==> src/rtl/cordic_stage_serial_if.sv <==
// rtl/cordic_stage_serial_if.sv - digit-serial CORDIC word stream (start/vld/mode/tag + X/Y/A digits)
interface cordic_stage_serial_if #(
   parameter int DGW = 2,
   parameter int TW  = 1
);
   logic           start;
   logic           vld;
   logic           mode;
   logic [TW-1:0]  tag;
   logic [DGW-1:0] x;
   logic [DGW-1:0] y;
   logic [DGW-1:0] a;

   // A downstream stage keys purely on start, so vld is not part of the sink view.
   modport master (output start, vld, mode, tag, x, y, a);
   modport slave  (input  start, mode, tag, x, y, a);
endinterface

==> src/rtl/cordic_stage_serial.sv <==
// rtl/cordic_stage_serial.sv - digit-serial CORDIC micro-rotation stage, double-buffered in/out shift registers
// Define CORDIC_SAT_EN to saturate X'/Y'/A' on signed overflow instead of wrapping.
module cordic_stage_serial #(
   parameter int DW    = 12,
   parameter int DGW   = 2,
   parameter int STAGE = 1,
   parameter int ATAN  = 301,
   parameter int TW    = 1
) (
   input  logic                  clk,
   input  logic                  rst_n,
   cordic_stage_serial_if.slave  up,
   cordic_stage_serial_if.master dn,
   output logic                  protocol_err
);
   localparam int NDIG = DW / DGW;
   localparam int CW   = (NDIG > 1) ? $clog2(NDIG) : 1;
   localparam logic [CW-1:0] LAST = CW'(NDIG - 1);
`ifdef CORDIC_SAT_EN
   localparam int EW = DW + 1;
`else
   localparam int EW = DW;
`endif
   localparam logic [DW-1:0] ATAN_W = ATAN[DW-1:0];

   logic          in_busy;
   logic [CW-1:0] in_cnt;
   logic [DW-1:0] x_sr, y_sr, a_sr;
   logic          in_mode_r;
   logic [TW-1:0] in_tag_r;

   logic [DW-1:0] x_w, y_w, a_w;
   logic          w_last;

   logic          out_busy;
   logic [CW-1:0] out_cnt;
   logic [DW-1:0] x_osr, y_osr, a_osr;
   logic          out_mode_r;
   logic [TW-1:0] out_tag_r;

   logic                 d_pos;
   logic signed [DW-1:0] x_sh, y_sh;
   logic signed [EW-1:0] x_e, y_e, a_e, xs_e, ys_e, atan_e;
   logic signed [EW-1:0] x_sum, y_sum, a_sum;
   logic [DW-1:0]        x_res, y_res, a_res;

   function automatic logic [DW-1:0] fit(input logic [EW-1:0] v);
`ifdef CORDIC_SAT_EN
      if (v[EW-1] != v[EW-2])
         fit = v[EW-1] ? {1'b1, {(DW-1){1'b0}}} : {1'b0, {(DW-1){1'b1}}};
      else
         fit = v[DW-1:0];
`else
      fit = v;
`endif
   endfunction

   // Assembled word: the digit on the bus this cycle completes the shift register.
   assign x_w    = {up.x, x_sr[DW-1:DGW]};
   assign y_w    = {up.y, y_sr[DW-1:DGW]};
   assign a_w    = {up.a, a_sr[DW-1:DGW]};
   assign w_last = in_busy && (in_cnt == LAST) && !up.start;

   always_comb begin
      d_pos  = in_mode_r ? y_w[DW-1] : ~a_w[DW-1];
      x_sh   = $signed(x_w) >>> STAGE;
      y_sh   = $signed(y_w) >>> STAGE;
      x_e    = EW'($signed(x_w));
      y_e    = EW'($signed(y_w));
      a_e    = EW'($signed(a_w));
      xs_e   = EW'(x_sh);
      ys_e   = EW'(y_sh);
      atan_e = EW'($signed(ATAN_W));
      if (d_pos) begin
         x_sum = x_e - ys_e;
         y_sum = y_e + xs_e;
         a_sum = a_e - atan_e;
      end else begin
         x_sum = x_e + ys_e;
         y_sum = y_e - xs_e;
         a_sum = a_e + atan_e;
      end
      x_res = fit(x_sum);
      y_res = fit(y_sum);
      a_res = fit(a_sum);
   end

   always_ff @(posedge clk or negedge rst_n) begin
      if (!rst_n) begin
         in_busy      <= 1'b0;
         in_cnt       <= '0;
         x_sr         <= '0;
         y_sr         <= '0;
         a_sr         <= '0;
         in_mode_r    <= 1'b0;
         in_tag_r     <= '0;
         protocol_err <= 1'b0;
      end else begin
         protocol_err <= up.start && in_busy;
         if (up.start || in_busy) begin
            x_sr <= x_w;
            y_sr <= y_w;
            a_sr <= a_w;
         end
         if (up.start) begin
            in_busy   <= 1'b1;
            in_cnt    <= CW'(1);
            in_mode_r <= up.mode;
            in_tag_r  <= up.tag;
         end else if (in_busy) begin
            if (in_cnt == LAST) begin
               in_busy <= 1'b0;
               in_cnt  <= '0;
            end else begin
               in_cnt <= in_cnt + CW'(1);
            end
         end
      end
   end

   // Output shifts in zeros, so the digit lines return to 0 once a word drains.
   always_ff @(posedge clk or negedge rst_n) begin
      if (!rst_n) begin
         out_busy   <= 1'b0;
         out_cnt    <= '0;
         x_osr      <= '0;
         y_osr      <= '0;
         a_osr      <= '0;
         out_mode_r <= 1'b0;
         out_tag_r  <= '0;
      end else if (w_last) begin
         out_busy   <= 1'b1;
         out_cnt    <= '0;
         x_osr      <= x_res;
         y_osr      <= y_res;
         a_osr      <= a_res;
         out_mode_r <= in_mode_r;
         out_tag_r  <= in_tag_r;
      end else if (out_busy) begin
         x_osr <= x_osr >> DGW;
         y_osr <= y_osr >> DGW;
         a_osr <= a_osr >> DGW;
         if (out_cnt == LAST) begin
            out_busy   <= 1'b0;
            out_cnt    <= '0;
            out_mode_r <= 1'b0;
            out_tag_r  <= '0;
         end else begin
            out_cnt <= out_cnt + CW'(1);
         end
      end
   end

   assign dn.start = out_busy && (out_cnt == '0);
   assign dn.vld   = out_busy;
   assign dn.mode  = out_mode_r;
   assign dn.tag   = out_tag_r;
   assign dn.x     = x_osr[DGW-1:0];
   assign dn.y     = y_osr[DGW-1:0];
   assign dn.a     = a_osr[DGW-1:0];
endmodule

==> src/flat_wrapper.sv <==
// flat-port wrapper written by rule: the top's interface ports become plain ports
module cordic_stage_serial_flat 
#(
   parameter int DW    = 12,
   parameter int DGW   = 2,
   parameter int STAGE = 1,
   parameter int ATAN  = 301,
   parameter int TW    = 1
)
  (clk, rst_n, protocol_err, up_start, up_mode, up_tag, up_x, up_y, up_a, dn_start, dn_vld, dn_mode, dn_tag, dn_x, dn_y, dn_a);
  cordic_stage_serial_if #(.DGW(DGW), .TW(TW)) up_i ();
  cordic_stage_serial_if #(.DGW(DGW), .TW(TW)) dn_i ();
  input  logic clk;
  input  logic rst_n;
  output logic protocol_err;
  input wire logic [$bits(up_i.start)-1:0] up_start;
  input wire logic [$bits(up_i.mode)-1:0] up_mode;
  input wire logic [$bits(up_i.tag)-1:0] up_tag;
  input wire logic [$bits(up_i.x)-1:0] up_x;
  input wire logic [$bits(up_i.y)-1:0] up_y;
  input wire logic [$bits(up_i.a)-1:0] up_a;
  output wire logic [$bits(dn_i.start)-1:0] dn_start;
  output wire logic [$bits(dn_i.vld)-1:0] dn_vld;
  output wire logic [$bits(dn_i.mode)-1:0] dn_mode;
  output wire logic [$bits(dn_i.tag)-1:0] dn_tag;
  output wire logic [$bits(dn_i.x)-1:0] dn_x;
  output wire logic [$bits(dn_i.y)-1:0] dn_y;
  output wire logic [$bits(dn_i.a)-1:0] dn_a;
  assign up_i.start = up_start;
  assign up_i.mode = up_mode;
  assign up_i.tag = up_tag;
  assign up_i.x = up_x;
  assign up_i.y = up_y;
  assign up_i.a = up_a;
  assign dn_start = dn_i.start;
  assign dn_vld = dn_i.vld;
  assign dn_mode = dn_i.mode;
  assign dn_tag = dn_i.tag;
  assign dn_x = dn_i.x;
  assign dn_y = dn_i.y;
  assign dn_a = dn_i.a;
  cordic_stage_serial #(.DW(DW), .DGW(DGW), .STAGE(STAGE), .ATAN(ATAN), .TW(TW)) u_core (.clk(clk), .rst_n(rst_n), .up(up_i), .dn(dn_i), .protocol_err(protocol_err));
endmodule
==> config.mk <==
export PLATFORM = sky130hd
export DESIGN_NAME = cordic_stage_serial_flat
export DESIGN_NICKNAME = d
export VERILOG_FILES = /design/src/rtl/cordic_stage_serial_if.sv /design/src/rtl/cordic_stage_serial.sv /design/src/flat_wrapper.sv
export SDC_FILE = /design/constraint.sdc
export NUM_CORES = 1
export LEC_CHECK = 0
export CAP_MARGIN = 0
export CORE_ASPECT_RATIO = 0.6
export CORE_MARGIN = 2
export CORE_UTILIZATION = 58
export DETAILED_ROUTE_END_ITERATION = 6
export MAX_ROUTING_LAYER = met4
export PLACE_DENSITY = 0.87
export SLEW_MARGIN = 40
export SYNTH_ARGS = -nofsm -noshare
export SYNTH_HDL_FRONTEND = slang
export SYNTH_SLANG_ARGS = --single-unit
==> constraint.sdc <==
create_clock -name clk -period 4.7 [get_ports clk]
set_input_delay 0.94 -clock clk [delete_from_list [all_inputs] [get_ports clk]]
set_output_delay 0.94 -clock clk [all_outputs]
set_load 0.05 [all_outputs]
==> impl_metrics.json <==
{
  "fin_setup_tns_ns": 0,
  "coreArea_sq_um": 8620,
  "yosysWarnings": 0,
  "via_per_inst": 6.28,
  "min-delay-start": "u_core.dn.tag",
  "crit_path_cell_trace": "clkdlybuf4s50_1 > o21ai_2 > inv_1 > mux2i_1 > fa_1 > a211oi_2 > nor2_1 > o31a_1 > o21a_1 > or3_1 > a31o_2",
  "syn-cell-area_sq_um": 5200,
  "vias": 4192,
  "final_cells": 668,
  "path_delay_family": "compound AO/OA/AOI/OAI gates",
  "crit_path_start": "up_y[1]",
  "fmax_mhz": 255,
  "powerDensity_nw_per_um2": 515,
  "status": "finished clean",
  "ir_drop_uv": 297,
  "ant_nets": 0,
  "cp_max_fo": 14,
  "port_buffers": 21,
  "gp_congestion": 0.911,
  "clk_path_buf_depth": 2,
  "finalCritPeriodShare": 0.834,
  "h-tree-depth": 3,
  "synth_area_leaders": "dfrtp_1, ha_1, mux2_2",
  "n_antenna_cell": 0,
  "ys_ff_latch": 79,
  "n_fill_cell": 639,
  "synth_nets": 591,
  "crit_path_max_incr_delay_ns": 0.64,
  "start_util": 0.604,
  "clk_pin_slew_worst_paths_ns": 0.06,
  "grt_max_degree": 80,
  "setup_viol": 0,
  "synth_edf_count": 0,
  "drc": 0,
  "min_period_ns": 3.92,
  "drt_pass1_iterations": 5,
  "drv_cap": 0,
  "place_hpwl_um": 8420,
  "clk_latency_ns": 0.35,
  "required_ns": 4.94,
  "wirelength_um": 12200,
  "rows": 26,
  "wl_per_cell_um": 18.3,
  "cts_root_buf": "clkbuf_16",
  "final_layout_size_suffix_gt1_frac": 0.113,
  "clkSinkCount": 79,
  "die_y_um": 77.4,
  "rsz0062_at_grt": "false",
  "cts_resized": 0,
  "syn_inst": 541,
  "antenna_found_initial": 0,
  "leakagePower_nw": 2.50,
  "fin_area_sq_um": 5840,
  "grt.total_usage": 0.271,
  "fin_skew_ns": 0.00794,
  "post_cts_buffers": 0,
  "slew_viol_final": 0,
  "fin_ws_ns": 0.782,
  "p_total_mw": 3.00,
  "cp-end-kind": "register",
  "die_w_um": 126,
  "cts_made_buffers": 9,
  "ys.flop_type": "dfrtp_1",
  "pre_cts_slack_ns": 0.499,
  "overflow": 0,
  "synth-seq-area-share": 0.380,
  "tritoncts": "built",
  "hp-class": "register to register",
  "die-area_sq_um": 9770,
  "finalNetCount": 601,
  "cts_hold_buf": 0,
  "path_class": "input port to register",
  "critPathBufInv": 2,
  "placed_cells": 652,
  "grt_pass1_vias": 4102,
  "drtIter0Drc": 401,
  "worstMarginPinSlew_ns": 0.703,
  "ios": 22,
  "r2r-start": "u_core.in_mode_r",
  "grt_pass1_wl_um": 20500,
  "slew_headroom": 0.532,
  "syn2layout_area_growth_pct": 12.1,
  "place_area_sq_um": 5470,
  "synth.distinct_cells": 55,
  "cp-start-kind": "input port",
  "worstPathArrival_ns": 4.15,
  "yosysTopAreaCellShare": 0.380,
  "synth_largest_area_cell": "dfrtp_1",
  "hold_viol_final": 0,
  "slowest_stage": "clkdlybuf4s50_1",
  "synth-async-reset-ratio": 1.00,
  "syn_avg_cell_area_sq_um": 9.62
}
-- through the flow --
step / utilization / hold slack, ns
finish: 0.677 / 0.501
global route: 0.677 / 0.527
CTS: 0.677 / 0.503
detailed placement: 0.635 / 0.485
global placement: 0.634 / 0.463
floorplan: - / 0.450
-- cell type report --
type                            instances  area, sq um  area share
Clock buffer                           10          229      0.0392
Clock inverter                          6          134      0.0229
Inverter                               13         48.8     0.00836
Multi-Input combinational cell        422         3060       0.524
Sequential cell                        79         1980       0.339
Tap cell                              112          140      0.0240
Timing Repair Buffer                   26          249      0.0427
-- metal layers --
metal,GRT usage,part of all wire,wire length (um)
met1,0.367,0.47,5790
met3,0.0690,0.052,637
met4,0.0659,0.016,192
met5,-,0,0
met2,0.414,0.46,5620
-- worst paths after layout --
| check | to | slack [ns] | cells past startpoint |
|---|---|---|---|
| min | u_core.dn.tag | 0.50 | 1 |
| min reg2reg | u_core.dn.tag | 0.50 | 1 |
| min in group asynchronous | u_core.a_sr[10] | 0.62 | 1 |
| max | u_core.x_osr[8] | 0.78 | 11 |
| max in group asynchronous | u_core.dn.vld | 3.56 | 1 |
| max reg2reg | u_core.x_osr[8] | 1.44 | 11 |
-- where the power goes --
part | switching [mW] | total [mW] | internal, mW
Clock | 0.277 | 0.850 | 0.572
Sequential | 0.154 | 0.994 | 0.840
Combinational | 0.666 | 1.16 | 0.494
Total | 1.10 | 3.00 | 1.91
-- logic make-up after synthesis --
group           Yosys count  synth area share
simple gates            149             0.141
compound gates          143             0.173
flops                    79             0.380
mux                      54             0.111
buf+inv                  40            0.0344
fa+ha+maj                39            0.0981
xor+xnor                 37            0.0623
-- cells in the mapped netlist (all sizes together), types with 2 or more instances --
master and instances:
a211o 2, a211oi 15, a21o 9, a21oi 29, a311oi 4, a31o 3, a31oi 4, and2 4
and3 2, buf 15, clkbuf 12, dfrtp 79, fa 3, ha 36, inv 13, mux2 30
mux2i 24, nand2 39, nand2b 5, nand3 7, nand3b 5, nor2 39, nor2b 9, nor3 16
nor3b 7, nor4 3, o211a 2, o211ai 2, o21a 4, o21ai 52, o21bai 4, o22ai 3
o311ai 2, o31ai 5, or3 7, xnor2 25, xor2 12
-- placed cells by master (no fill, tap or decap), types with 6 or more instances in the layout --
| cell | instances |
|---|---|
| clkbuf_16 | 9 |
| nor2_1 | 38 |
| a211oi_1 | 14 |
| o21ai_0 | 50 |
| a21o_1 | 8 |
| dfrtp_1 | 78 |
| nand2_1 | 39 |
| nor2b_1 | 9 |
| nor3b_1 | 6 |
| mux2i_1 | 24 |
| ha_1 | 36 |
| mux2_2 | 30 |
| xnor2_1 | 25 |
| clkdlybuf4s50_1 | 20 |
| nand3_1 | 7 |
| or3_1 | 7 |
| xor2_1 | 12 |
| a21oi_1 | 29 |
| nor3_1 | 16 |
| inv_1 | 13 |
-- registers in the layout (all words and copies together) (netlist names), 3 cells and up --
signal          flops
u_core.x_sr        10
u_core.y_osr       12
u_core.a_sr        10
u_core.a_osr       12
u_core.y_sr        10
u_core.x_osr       12
u_core.in_cnt       3
u_core.out_cnt      3
No activity file was read; power rests on OpenSTA's default activity.
==> variant 1: new RTL, same settings <==
Add a define of `CORDIC_SAT_EN`.
--- a/src/rtl/cordic_stage_serial.sv
+++ b/src/rtl/cordic_stage_serial.sv
@@ -2,2 +2,4 @@
 // Define CORDIC_SAT_EN to saturate X'/Y'/A' on signed overflow instead of wrapping.
+`define CORDIC_SAT_EN
+
 module cordic_stage_serial #(
Check against the original RTL: not equivalent (Yosys sat finds a counterexample within 10 cycles, from zero or initial values and one cycle with rst_n low).
==> variant 1 against the unedited design <==
Area after synthesis rose by 7.6%. Final area rose by 7.3%. Routed wire length rose by 9.4%. Critical path depth rose by 3. Worst setup slack got worse by 490 ps. Final cell count rose by 7.2%. Total power rose by 9.5%. Sequential cell count did not move. Critical path type unchanged. Critical endpoint unchanged. Largest cell class unchanged.
==> variant 1: results (changes against the unedited design) <==
\begin{tabular}{lr}
\hline
Metric & Value \\
\hline
\multicolumn{2}{l}{\textbf{Global route}} \\
\quad Wire length of the first global-routing pass & 22200 um (+8.0\%) \\
\quad Via count of the first global-routing pass & 4281 (+4.4\%) \\
\multicolumn{2}{l}{\textbf{Logic synthesis}} \\
\quad Synthesized netlist net count & 624 (+5.6\%) \\
\quad Commonest cells post-synth & 79 x sky130\_fd\_sc\_hd\_\_dfrtp\_1, 57 x sky130\_fd\_sc\_hd\_\_a21oi\_1, 39 x sky130\_fd\_sc\_hd\_\_ha\_1 \\
\quad Fraction of the mapped netlist area in compound gates & 0.219 (+0.0463) \\
\quad Area share of the largest cell type after synthesis & 0.353 (-0.0268) \\
\quad Sequential-to-total area share from yosys stat & 0.353 (-0.0268) \\
\multicolumn{2}{l}{\textbf{Timing}} \\
\quad Worst clock skew & 8.56 ps (+0.613 ps) \\
\quad Worst-margin pin slew & 736 ps (+33.4 ps) \\
\quad Part of the cycle the worst path needs & 0.939 (+0.105) \\
\multicolumn{2}{l}{\textbf{Finish}} \\
\quad Multi-input combinational area share & 0.545 (+0.0215) \\
\quad Num sequential & 79 (unchanged) \\
\quad Area fraction of clock buffers and clock inverters & 0.0551 (-0.00703) \\
\quad Post-layout net count & 634 (+5.5\%) \\
\quad Multi-input logic cell count & 442 (+4.7\%) \\
\multicolumn{2}{l}{\textbf{Hold path}} \\
\quad Hold EP & u\_core.dn.mode \\
\quad Launch point of the worst hold path & u\_core.dn.mode \\
\multicolumn{2}{l}{\textbf{Status}} \\
\quad Result of the run & finished, final reports clean \\
\multicolumn{2}{l}{\textbf{Drt}} \\
\quad Starting DRC count in detailed routing & 456 (+14\%) \\
\quad Wire length after detailed routing & 13400 um (+9.4\%) \\
\quad Total vias in the final route & 4581 (+9.3\%) \\
\multicolumn{2}{l}{\textbf{Critical path}} \\
\quad CP Max Fanout & 13 (-1) \\
\quad R2r setup slk & 850 ps (-590 ps) \\
\quad Crit path launch & up\_a[1] \\
\multicolumn{2}{l}{\textbf{Power and ir drop}} \\
\quad Leakage power & 2.71 nW (+8.3\%) \\
\multicolumn{2}{l}{\textbf{Place}} \\
\quad Setup Slack @ Placement & 58.2 ps (-441 ps) \\
\quad Cell area after placement & 0.00591 mm2 (+8.0\%) \\
\hline
\end{tabular}
variant 1: cell types whose count changed in the layout (fill, tap and decap cells not counted), moves of 7 or more:
| cell | unedited run | this run |
|---|---|---|
| sky130_fd_sc_hd__o21ai_0 | 50 | 31 |
| sky130_fd_sc_hd__a21o_1 | 8 | 17 |
| sky130_fd_sc_hd__mux2i_1 | 24 | 33 |
| sky130_fd_sc_hd__nor2_1 | 38 | 24 |
| sky130_fd_sc_hd__buf_4 | 5 | 12 |
| sky130_fd_sc_hd__o22ai_1 | 3 | 21 |
| sky130_fd_sc_hd__nand2_1 | 39 | 28 |
| sky130_fd_sc_hd__a21oi_1 | 29 | 57 |
variant 1: layer usage:
metal	track usage	up-vias	routed length [um]
li1	-	2150	-
met1	0.425	2247	6670
met2	0.395	175	5630
met3	0.0553	9	1010
met4	0.0543	0	72
met5	-	-	0
variant 1: power by group:
part           total (W)  internal (W)  switching [W]
registers       0.000985      0.000844       0.000141
clock network   0.000811      0.000523       0.000288
logic            0.00149      0.000636       0.000858
==> variant 2: new RTL, same settings <==
Without the edit above. Reset style: synchronous (`rst_n`), changed in 2 clocked blocks.
--- a/src/rtl/cordic_stage_serial.sv
+++ b/src/rtl/cordic_stage_serial.sv
@@ -87,3 +87,3 @@
 
-   always_ff @(posedge clk or negedge rst_n) begin
+   always_ff @(posedge clk) begin
       if (!rst_n) begin
@@ -121,3 +121,3 @@
    // Output shifts in zeros, so the digit lines return to 0 once a word drains.
-   always_ff @(posedge clk or negedge rst_n) begin
+   always_ff @(posedge clk) begin
       if (!rst_n) begin
Formal check against the unedited RTL: differs if rst_n is asserted again (counterexample within 4 cycles, from zero or initial values and one cycle with rst_n low); with rst_n held inactive, the same outputs for 10 cycles.
==> variant 2 against the unedited design <==
Sequential cell count is the same. Worst setup slack gained 39 ps. Area after synthesis shrank 2.1%. Clock skew shrank 1.6 ps. Routed wire length grew 4.9%. Final area shrank 4.4%.
Power is not compared: it rests on default switching activity, and its combinational part moved more than twofold at a synthesized area within 25%.
==> variant 2: results (changes against the unedited design) <==
\begin{tabular}{lr}
\hline
Metric & Value \\
\hline
\multicolumn{2}{l}{\textbf{Status}} \\
\quad Result of the run & finished, final reports clean \\
\multicolumn{2}{l}{\textbf{Critical path}} \\
\quad Endpoint of the worst register-to-register path & u\_core.y\_osr[10] \\
\quad Number of cells on the worst reg-to-reg path & 13 (+2) \\
\quad CP Max Fanout & 17 (+3) \\
\quad Start of the worst register-to-register path & u\_core.in\_mode\_r \\
\multicolumn{2}{l}{\textbf{Global route}} \\
\quad Wire length of the first global-routing pass & 21200 um (+3.4\%) \\
\quad Via count of the first global-routing pass & 4243 (+3.4\%) \\
\quad Pin count of the biggest net entering global routing & 41 (-49\%) \\
\multicolumn{2}{l}{\textbf{Logic synthesis}} \\
\quad Commonest cells post-synth & 92 x sky130\_fd\_sc\_hd\_\_nand2\_1, 79 x sky130\_fd\_sc\_hd\_\_dfxtp\_1, 74 x sky130\_fd\_sc\_hd\_\_a21oi\_1 \\
\quad Mapped Cells & 619 (+14\%) \\
\quad Sequential-to-total area share from yosys stat & 0.310 (-0.0693) \\
\quad Count of distinct cell types in the synthesized netlist & 57 (+3.6\%) \\
\quad Synth area leaders & sky130\_fd\_sc\_hd\_\_dfxtp\_1 31\%, sky130\_fd\_sc\_hd\_\_ha\_1 8.8\%, sky130\_fd\_sc\_hd\_\_a21oi\_1 7.3\% \\
\quad Post-synthesis async set-or-reset flop share & 0 (-1.00) \\
\multicolumn{2}{l}{\textbf{Drt}} \\
\quad Wirelength per Cell & 17.4 um (-4.9\%) \\
\quad Total vias in the final route & 4529 (+8.0\%) \\
\quad Pre-antenna DRT Iters & 6 (+1) \\
\quad Starting DRC count in detailed routing & 384 (-4.2\%) \\
\multicolumn{2}{l}{\textbf{Hold path}} \\
\quad Hold EP & u\_core.x\_osr[11] \\
\quad Launch point of the worst hold path & u\_core.x\_osr[11] \\
\multicolumn{2}{l}{\textbf{CTS}} \\
\quad Number of buffers on the longest clock path & 2 (unchanged) \\
\multicolumn{2}{l}{\textbf{Place}} \\
\quad Post-DP HPWL & 9230 um (+9.7\%) \\
\quad Buffers added on ports & 21 (unchanged) \\
\quad Post-Place Cells & 722 (+11\%) \\
\multicolumn{2}{l}{\textbf{Finish}} \\
\quad Post-layout net count & 671 (+12\%) \\
\quad Share of final-layout standard cells stronger than drive strength 1 & 0.0880 (-0.0253) \\
\quad Post-layout instance count excluding filler cells & 737 (+10\%) \\
\quad N\_diodes & 0 (unchanged) \\
\multicolumn{2}{l}{\textbf{Timing}} \\
\quad Min Hold Slack & 449 ps (-51.1 ps) \\
\hline
\end{tabular}
variant 2: routing by layer:
layer	wire length [um]	part of all wire	global-route usage	vias to the layer above
li1	-	-	-	2185
met1	6390	0.50	0.403	2152
met2	5340	0.42	0.396	179
met3	1010	0.078	0.0681	13
met4	106	0.0083	0.0767	0
met5	0	0	-	-
variant 2: layout make-up:
type | instances | share of cell area
Sequential cell | 79 | 0.284
Clock inverter | 6 | 0.0112
Multi-Input combinational cell | 490 | 0.584
Clock buffer | 9 | 0.0404
Tap cell | 112 | 0.0251
Timing Repair Buffer | 28 | 0.0471
Inverter | 13 | 0.00874
variant 2: how the worst max path moves through the flow:
stage | start | end | depth (start not counted)
after floorplan | u_core.dn.vld | dn_start | 2
after global placement | up_a[1] | u_core.y_osr[10] | 14
after detailed placement | up_a[1] | u_core.y_osr[10] | 14
after CTS | up_a[1] | u_core.y_osr[10] | 14
after global routing | up_a[1] | u_core.y_osr[10] | 14
final | up_a[1] | u_core.y_osr[10] | 14
variant 2: power by group:
| group | total, W | internal [W] | switching [W] |
|---|---|---|---|
| Clock | 0.000689 | 0.000407 | 0.000283 |
| Sequential | 0.000700 | 0.000681 | 0.0000191 |
| Combinational | 0.000303 | 0.000121 | 0.000182 |
| Total | 0.00169 | 0.00121 | 0.000484 |
variant 2: logic make-up after synthesis:
logic type	Yosys count	share of synthesized area
adder cells (fa/ha/maj)	39	0.100
flip-flops	79	0.310
AO/OA/AOI/OAI	178	0.219
AND/OR/NAND/NOR	195	0.176
XOR/XNOR	47	0.0808
multiplexers	31	0.0634
buffers and inverters	50	0.0504
variant 2: per-stage QoR:
stage | total power, W | instance area, um2 | setup slack, ps
floorplan | 0.000931 | 5090 | 1180
global placement | 0.000997 | 5290 | 714
detailed placement | 0.00101 | 5290 | 578
CTS | 0.00169 | 5580 | 916
global route | 0.00175 | 5580 | 611
finish | 0.00169 | 5580 | 821
variant 2: worst max-delay path, stage by stage:
cell and delay, ps:
sky130_fd_sc_hd__clkdlybuf4s50_1 610, sky130_fd_sc_hd__nand2b_1 120, sky130_fd_sc_hd__o21ai_1 90, sky130_fd_sc_hd__buf_4 260, sky130_fd_sc_hd__inv_2 200, sky130_fd_sc_hd__nor2_1 160
sky130_fd_sc_hd__xor2_1 160, sky130_fd_sc_hd__ha_1 280, sky130_fd_sc_hd__a21o_1 210, sky130_fd_sc_hd__a21boi_0 310, sky130_fd_sc_hd__o21ai_0 210, sky130_fd_sc_hd__a41oi_1 300
sky130_fd_sc_hd__xor2_1 160, sky130_fd_sc_hd__o21ai_0 80
